File: src/rtl/modulo_input.sv
// modulo_input: debounced push-button capture of the board switches for the IN instruction.
// Optional macro INPUT_SIGN_EXT_EN sign-extends the captured value instead of zero-extending it.
module modulo_input #(
  parameter int unsigned DEBOUNCE_CYCLES = 1000000,
  parameter int unsigned DATA_W          = 13
) (
  input  logic              clk,
  input  logic              rst_n,
  input  logic              enable_in,
  input  logic              switch_enable,
  input  logic [DATA_W-1:0] switches,
  input  logic              button_n,
  output logic [31:0]       valor_entrada,
  output logic              input_ready,
  output logic              cpu_wait
);

  localparam int unsigned CNT_W = $clog2(DEBOUNCE_CYCLES);
  localparam int unsigned EXT_W = 32 - DATA_W;
  localparam logic [CNT_W-1:0] CNT_LAST = CNT_W'(DEBOUNCE_CYCLES - 1);

  typedef enum logic [1:0] {IDLE, WAIT_PRESS, WAIT_RELEASE, DONE} state_t;

  state_t           state;
  state_t           state_next_c;
  logic             capture_c;
  logic [31:0]      capture_value_c;

  logic             sync1;
  logic             sync2;
  logic             stable;
  logic [CNT_W-1:0] cnt;
  logic             press_evt;
  logic             release_evt;

  // Two-flop synchroniser for the asynchronous key
  always_ff @(posedge clk or negedge rst_n) begin
    if (!rst_n) begin
      sync1 <= 1'b1;
      sync2 <= 1'b1;
    end else begin
      sync1 <= button_n;
      sync2 <= sync1;
    end
  end

  // Accept a level change only after DEBOUNCE_CYCLES consecutive differing samples
  always_ff @(posedge clk or negedge rst_n) begin
    if (!rst_n) begin
      stable      <= 1'b1;
      cnt         <= '0;
      press_evt   <= 1'b0;
      release_evt <= 1'b0;
    end else begin
      press_evt   <= 1'b0;
      release_evt <= 1'b0;
      if (sync2 != stable) begin
        if (cnt == CNT_LAST) begin
          stable      <= sync2;
          cnt         <= '0;
          press_evt   <= ~sync2;
          release_evt <= sync2;
        end else begin
          cnt <= cnt + CNT_W'(1);
        end
      end else begin
        cnt <= '0;
      end
    end
  end

`ifdef INPUT_SIGN_EXT_EN
  assign capture_value_c = {{EXT_W{switches[DATA_W-1]}}, switches};
`else
  assign capture_value_c = {{EXT_W{1'b0}}, switches};
`endif

  // Handshake state register
  always_ff @(posedge clk or negedge rst_n) begin
    if (!rst_n) begin
      state <= IDLE;
    end else begin
      state <= state_next_c;
    end
  end

  // Next state; a dropped request aborts before any capture in the same cycle
  always_comb begin
    state_next_c = state;
    capture_c    = 1'b0;
    case (state)
      IDLE: begin
        if (enable_in) state_next_c = WAIT_PRESS;
      end
      WAIT_PRESS: begin
        if (!enable_in) begin
          state_next_c = IDLE;
        end else if (press_evt && switch_enable) begin
          capture_c    = 1'b1;
          state_next_c = WAIT_RELEASE;
        end
      end
      WAIT_RELEASE: begin
        if (!enable_in)       state_next_c = IDLE;
        else if (release_evt) state_next_c = DONE;
      end
      DONE: begin
        if (!enable_in) state_next_c = IDLE;
      end
      default: state_next_c = IDLE;
    endcase
  end

  // Registered outputs: captured value and DONE decode
  always_ff @(posedge clk or negedge rst_n) begin
    if (!rst_n) begin
      valor_entrada <= '0;
      input_ready   <= 1'b0;
    end else begin
      if (capture_c) valor_entrada <= capture_value_c;
      input_ready <= (state_next_c == DONE);
    end
  end

  // Stall must assert in the same cycle the request rises
  assign cpu_wait = enable_in & (state != DONE);

endmodule

File: config.mk
export PLATFORM = sky130hd
export DESIGN_NAME = modulo_input
export DESIGN_NICKNAME = d
export VERILOG_FILES = /design/src/rtl/modulo_input.sv
export SDC_FILE = /design/constraint.sdc
export NUM_CORES = 1
export LEC_CHECK = 0
export CORE_MARGIN = 8
export CORE_UTILIZATION = 40
export DETAILED_ROUTE_END_ITERATION = 10
export PLACE_DENSITY_LB_ADDON = 0.3
export SYNTH_ARGS = -nofsm -noshare
export SYNTH_HDL_FRONTEND = slang
export SYNTH_SLANG_ARGS = --single-unit
File: constraint.sdc
create_clock -name clk -period 4.7 [get_ports clk]
set_input_delay 0.94 -clock clk [delete_from_list [all_inputs] [get_ports clk]]
set_output_delay 0.94 -clock clk [all_outputs]
set_load 0.02 [all_outputs]
; ---- Word-level counts from Yosys, hierarchy flattened
; Index checks and enable logic that the tools add are counted.
[word_totals]
in_bits = 18
ff_bits = 41
output_inout_bits = 34
wordCells = 38
[classes]
muxes = 16
add_sub_neg = 1
reduce_logical = 3
eq_ne = 7
bitwise = 2
[op_table]
columns = operator, n
row1 = 2-to-1 mux 20 bit, 2
row2 = adder 20 x 1 -> 20 bit (second input constant), 1
row3 = == test 20 bit (second input constant), 1
row4 = 2-to-1 mux 2 bit, 6
row5 = one-hot mux 2 bit (4 select lines), 1
row6 = 2-to-1 mux 1 bit, 7
row7 = == test 2 bit (second input constant), 3
row8 = == test 2 x 1 -> 1 bit (second input constant), 1
row9 = zero test 2 bit, 1
row10 = != test 2 bit (second input constant), 1
row11 = AND reduction 2 bit, 1
row12 = bitwise AND 1 bit, 1
row13 = logical AND 1 bit, 1
row14 = != test 1 bit, 1
row15 = NOT 1 bit, 1

; ---- Longest topological paths before layout
[depth]
ltp_word = 5
depth_mapped = 5
ltp_nobuf = 5

; ---- Least setup slack after synthesis
; Ideal clock, no wire load.
[synth_timing]
path_kind = in2out
start = input enable_in
end = output cpu_wait
setup_slack_ns = 2.452
t_required_ns = 3.760
stages = 2
path_buffers = 0
t_arrival_ns = 1.308
path_cell_list = inv_1 > a21oi_1
[synth_between]
elab_chain_len = 1
[synth_rtl]
columns = element, line
row1 = from (decl), 9  ; input logic enable_in,
row2 = bitwise AND 1 bit, 126  ; assign cpu_wait = enable_in & (state != DONE);
row3 = to (decl), 15  ; output logic cpu_wait
; No other way between the ends.

; ---- Final worst setup path
; Ends and elaborated chain as after synthesis.

==> flow_metrics.py <==
metrics = {
    "pwr": {
        "cellPowerDensity_mw_per_mm2": 292,
        "p_leak_nw": 1.06,
        "p_total_mw": 0.699,
        "vdd_ir_drop_max_v": 0.000175,
    },
    "floorplanning": {
        "num_io_pins": 52,
        "start_util_pct": 41.7,
        "placementRows": 25,
        "die-width_um": 86.1,
        "core_mm2": 0.00472,
        "die_h_um": 86.1,
        "die-area_mm2": 0.00742,
    },
    "synth": {
        "synthMuxAreaShare_pct": 8.71,
        "ys_seq_area_share_pct": 52.3,
        "synthSimpleGateAreaFrac_pct": 18.9,
        "ys_seq_elements": 41,
        "synth_cell_types": 38,
        "synth_compound_area_share_pct": 4.51,
        "ys_top_cells_by_area": "dfrtp_1, buf_4, mux2_2, dfstp_2, nor2_1",
        "yosysMostFrequentCell": "dfrtp_1",
        "synth_xor_area_share_pct": 6.23,
        "ys_warn_count": 0,
        "synth_edf_count": 0,
        "async_flop_share_pct": 100,
        "synth_top_family_by_area": "simple AND/OR/NAND/NOR gates",
        "synth_top_cell_area_share_pct": 48.3,
        "synthAdderAreaFrac_pct": 0.636,
        "synthCells": 171,
        "synth_area_leader_cell": "dfrtp_1",
        "ys.flop_type": "dfrtp_1",
        "synth_area_mm2": 0.00197,
        "syn_area_per_cell_um2": 11.5,
        "ys_top_cells_by_count": "dfrtp_1, buf_4, nor2_1, mux2_2, nand2_1",
    },
    "outcome": {
        "status": "completed",
    },
    "sta": {
        "hold_viol": 0,
        "finalCriticalPeriod_ns": 3.17,
        "rsz0062_at_grt": "false",
        "fmax_ghz": 0.315,
        "skew_ns": 0.00397,
        "setup_violations": 0,
        "maxSlewViolCount": 0,
        "tightestPinTransition_ns": 0.978,
        "finalSetupTns_ns": 0,
        "finalCritPeriodShare_pct": 67.5,
        "relSlewSlack_pct": 34.6,
        "setup_slack_ns": 1.53,
    },
    "setup_path": {
        "cp_max_fo": 3,
        "path_cells": "clkdlybuf4s50_1 -> inv_1 -> a21oi_1 -> clkdlybuf4s50_1",
        "startpoint_type": "primary input",
        "cp_slowest_stage_delay_ns": 0.63,
        "worstSetupPathType": "in2out",
        "crit_top_cell": "clkdlybuf4s50_1",
        "rr_worst_depth": 4,
        "end_kind": "primary output",
        "critPathSlowestCell": "clkdlybuf4s50_1",
        "cp.required_ns": 3.76,
        "reg2reg_to": "cnt[3]",
        "reg2reg_from": "cnt[13]",
        "reg2reg_slack_ns": 2.68,
        "crit_arrival_ns": 2.23,
    },
    "min_path": {
        "min_from": "sync1",
        "timing.hold.worst.class": "reg2reg",
        "hold_path_end": "sync2",
        "holdPathStages": 0,
    },
    "route": {
        "drc": 0,
        "postRouteAntennaNets": 0,
        "drt-total-wl_um": 3820,
        "drtIter0Drc": 54,
        "vias": 1309,
        "avgRoutedWirePerCell_um": 13.9,
        "firstDrtPassIters": 4,
        "drt-vias-per-instance": 4.78,
    },
    "final_layout": {
        "fill_cells": 416,
        "drive_above_1_share_pct": 16.9,
        "diodes": 0,
        "final_nets": 225,
        "synthToLayoutAreaGrowth_pct": 21.7,
        "design_area_mm2": 0.00240,
    },
    "global_routing": {
        "grt_pass1_wl_um": 6550,
        "grt_pass1_vias": 1336,
        "track_usage_pct": 11.0,
        "antenna_found_initial": 0,
        "overflow": 0,
        "grt_max_degree": 42,
    },
    "clock_network": {
        "clkTransAtPathRegs_ns": 0.08,
        "htree_levels": 2,
        "cts_root_buffer": "clkbuf_8",
        "clock_path_buffers": 2,
        "hold_buffers": 0,
        "cts_resized": 0,
        "clkLatencyLatePin_ns": 0.29,
        "cts_buffers": 5,
        "cts.sinks": 41,
        "post-cts-setup-buffers": 0,
        "cts_tree": "built",
    },
    "job": {
        "drv_cap": 0,
    },
    "placed_design": {
        "place_congestion": 0.780,
        "post-place-ws_ns": 1.51,
        "post_dp_cell_area_mm2": 0.00228,
        "hpwl_um": 2760,
        "port_buffers": 32,
    },
}
[power breakdown]
group | internal, mW | switching [mW]
clock | 0.173 | 0.122
sequential | 0.357 | 0.00326
combinational | 0.0162 | 0.0282
total | 0.545 | 0.154
[state kept, by name, indices dropped and copies added (netlist names)]
register	count
sync2	1
release_evt	1
input_ready	1
press_evt	1
sync1	1
cnt	20
state	2
valor_entrada	13
stable	1
[worst max path at each step]
| stage | endpoint | slack, ns | cells after the start | from |
|---|---|---|---|---|
| finish | cpu_wait | 1.53 | 4 | enable_in |
| global route | cpu_wait | 1.43 | 4 | enable_in |
| CTS | cpu_wait | 1.52 | 4 | enable_in |
| detailed placement | cpu_wait | 1.51 | 4 | enable_in |
| global placement | cpu_wait | 1.55 | 4 | enable_in |
| floorplan | cpu_wait | 2.45 | 2 | enable_in |
[cell families (layout without fill, tap and decap cells)]
family          after synthesis  after routing
compound gates               12             12
mux                          15             15
other cells                   1             19
fa+ha+maj                     1              1
xor+xnor                     14             14
flops                        41             41
simple gates                 63             63
buf+inv                      24             42
[cells in the final DEF, fill, tap and decap left out, types with 2 or more instances in the layout]
master / instances
dfrtp_1: 38
nand4_1: 5
xor2_1: 7
clkdlybuf4s50_1: 31
nor3b_1: 2
nor3_1: 2
and3_1: 3
a21oi_1: 7
and4_1: 3
clkbuf_8: 6
nand3_1: 5
o21ai_0: 2
dfstp_2: 3
nor2_1: 18
inv_1: 2
or3_1: 2
mux2_2: 13
nand2_1: 10
xnor2_1: 7
conb_1: 19
nand4b_1: 2
nor4_2: 2
[per-stage QoR]
step | cells | hold slack [ns] | util [%]
floorplan | 189 | 0.345 | -
global placement | 266 | 0.347 | 48.2
detailed placement | 266 | 0.347 | 48.2
CTS | 274 | 0.359 | 50.7
global route | 274 | 0.364 | 50.7
finish | 274 | 0.360 | 50.7
[routing by layer]
metal / up-vias / global-route usage [%] / part of all wire, %
met5: - / 0 / 0
met4: 0 / 5.25 / 1.5
met3: 4 / 3.25 / 6.3
met2: 37 / 16.9 / 49
met1: 640 / 13.8 / 43
li1: 628 / - / -
[worst max-delay path: cells and delay by family]
family / cells / cell delay [ns]
buffers and inverters: 3 / 1.19
AOI/OAI and AO/OA: 1 / 0.11
[area by class of cell]
type / count / area, um^2 / share of cell area (%)
flip-flops and latches: 41 / 1030 / 43.0
clock inverters: 2 / 37.5 / 1.57
multi-input cells: 124 / 840 / 35.0
inverters: 2 / 7.51 / 0.313
repair buffers: 32 / 315 / 13.2
clock buffers: 6 / 82.6 / 3.45
well taps: 67 / 83.8 / 3.50
(Power assumes the default switching activity.)
==> variant: new RTL, same settings <==
`DEBOUNCE_CYCLES`: 1000000 -> 250000.
--- a/src/rtl/modulo_input.sv
+++ b/src/rtl/modulo_input.sv
@@ -1,7 +1,7 @@
 // modulo_input: debounced push-button capture of the board switches for the IN instruction.
 // Optional macro INPUT_SIGN_EXT_EN sign-extends the captured value instead of zero-extending it.
 module modulo_input #(
-  parameter int unsigned DEBOUNCE_CYCLES = 1000000,
+  parameter int unsigned DEBOUNCE_CYCLES = 250000,
   parameter int unsigned DATA_W          = 13
 ) (
   input  logic              clk,
Formal check against the unedited RTL: no difference found for any inputs over 10 cycles, from zero or initial values and one cycle with rst_n low; that may be too few to reach the edited logic, so the function may still have changed.
==> variant against the unedited design <==
- synthesized area fell by 6.5%
- power fell by 13%
- critical path depth did not move
- final area fell by 7.7%
- register-to-register slack got worse by 0.06 ns
- combinational power fell by 1%
- non-clock buffer count did not move
- global-route usage rose by 0.15 points
- worst setup slack got worse by 0.017 ns
- routed wire length fell by 2.6%
- sequential cell count fell by 2
- utilization fell by 0.27 points
- hold slack improved by 0.0016 ns
- critical path type unchanged
- largest cell class unchanged
==> variant: results (changes against the unedited design) <==
Status: complete, no violations
Critical path data arrival time: 2.25 ns (+0.02 ns)
GRT Overall Usage: 0.112 (+0.00146)
Post-DP HPWL: 2830 um (+2.5%)
Synth Area in Adders: 0.00680 (+0.000445)
Vias in the first global route: 1,356 (+1.5%)
DR iter-0 viols: 72 (+33%)
Pin count of the biggest net entering global routing: 40 (-4.8%)
Final nets: 214 (-4.9%)
M1 WL: 1420 um (-13%)
Met1 usage: 0.113 (-0.0257)
Seq power: 0.343 mW (-5%)
Placer Congestion: 0.810 (+3.8%)
Top cells by instance count after synthesis: dfrtp_1 (36), buf_4 (19), nor2_1 (14)
Synth top area cells: dfrtp_1 (49%), mux2_2 (8.0%), buf_4 (7.8%), dfstp_2 (4.3%), xor2_1 (3.3%)
Pwr/cell area: 274 nW/um^2 (-6.1%)
# fillers: 394 (-5.3%)
Post-Synth XOR/XNOR Area: 0.0524 (-0.00992)
Int Pwr: 0.459 mW (-16%)
First-pass GRT wire length: 6380 um (-2.6%)
Routing usage on met2: 0.185 (+0.0159)
Compound-Gate Fraction of Synth Area: 0.0605 (+0.0154)
Share of cells above drive strength 1: 0.158 (-0.0109)
Mux share of post-synthesis cell area: 0.0857 (-0.00138)
Final setup skew: 0.0104 ns (+0.00641 ns)
Reg2Reg Launch Point: cnt[5]
Largest registers: cnt: 18 flops, valor_entrada: 13 flops, state: 2 flops
Post-synthesis sequential area ratio: 0.533 (+0.00945)
Grt met3 use: 0.0518 (+0.0193)
Slew Limit Headroom: 0.396 (+0.0502)
Max VDD drop: 0.135 mV (-23%)
variant: stage by stage:
stage               instances  setup WS [ns]  hold WS (ns)  instance area (sq um)   util
CTS                       248           1.50         0.362                   2210  0.505
finish                    248           1.51         0.361                   2210  0.505
detailed placement        240           1.50         0.352                   2130  0.485
floorplan                 179           2.45         0.345                   1910      -
global placement          240           1.54         0.346                   2130  0.485
global route              248           1.42         0.361                   2210  0.505
variant: area by class of cell:
type | instances | share of cell area
timing repair buffer | 32 | 0.143
inverter | 2 | 0.00339
multi-input combinational | 115 | 0.343
sequential | 39 | 0.443
clock inverter | 2 | 0.00566
tap | 52 | 0.0294
clock buffer | 6 | 0.0328
variant: final timing paths:
kind                                     to  slack, ns  depth (start not counted)
min reg2reg                           sync2       0.36                          0
max in group asynchronous  valor_entrada[7]       3.40                          1
max reg2reg                         cnt[16]       2.62                          4
min in group asynchronous            cnt[7]       0.75                          1
min                                   sync2       0.36                          0
max                                cpu_wait       1.51                          4
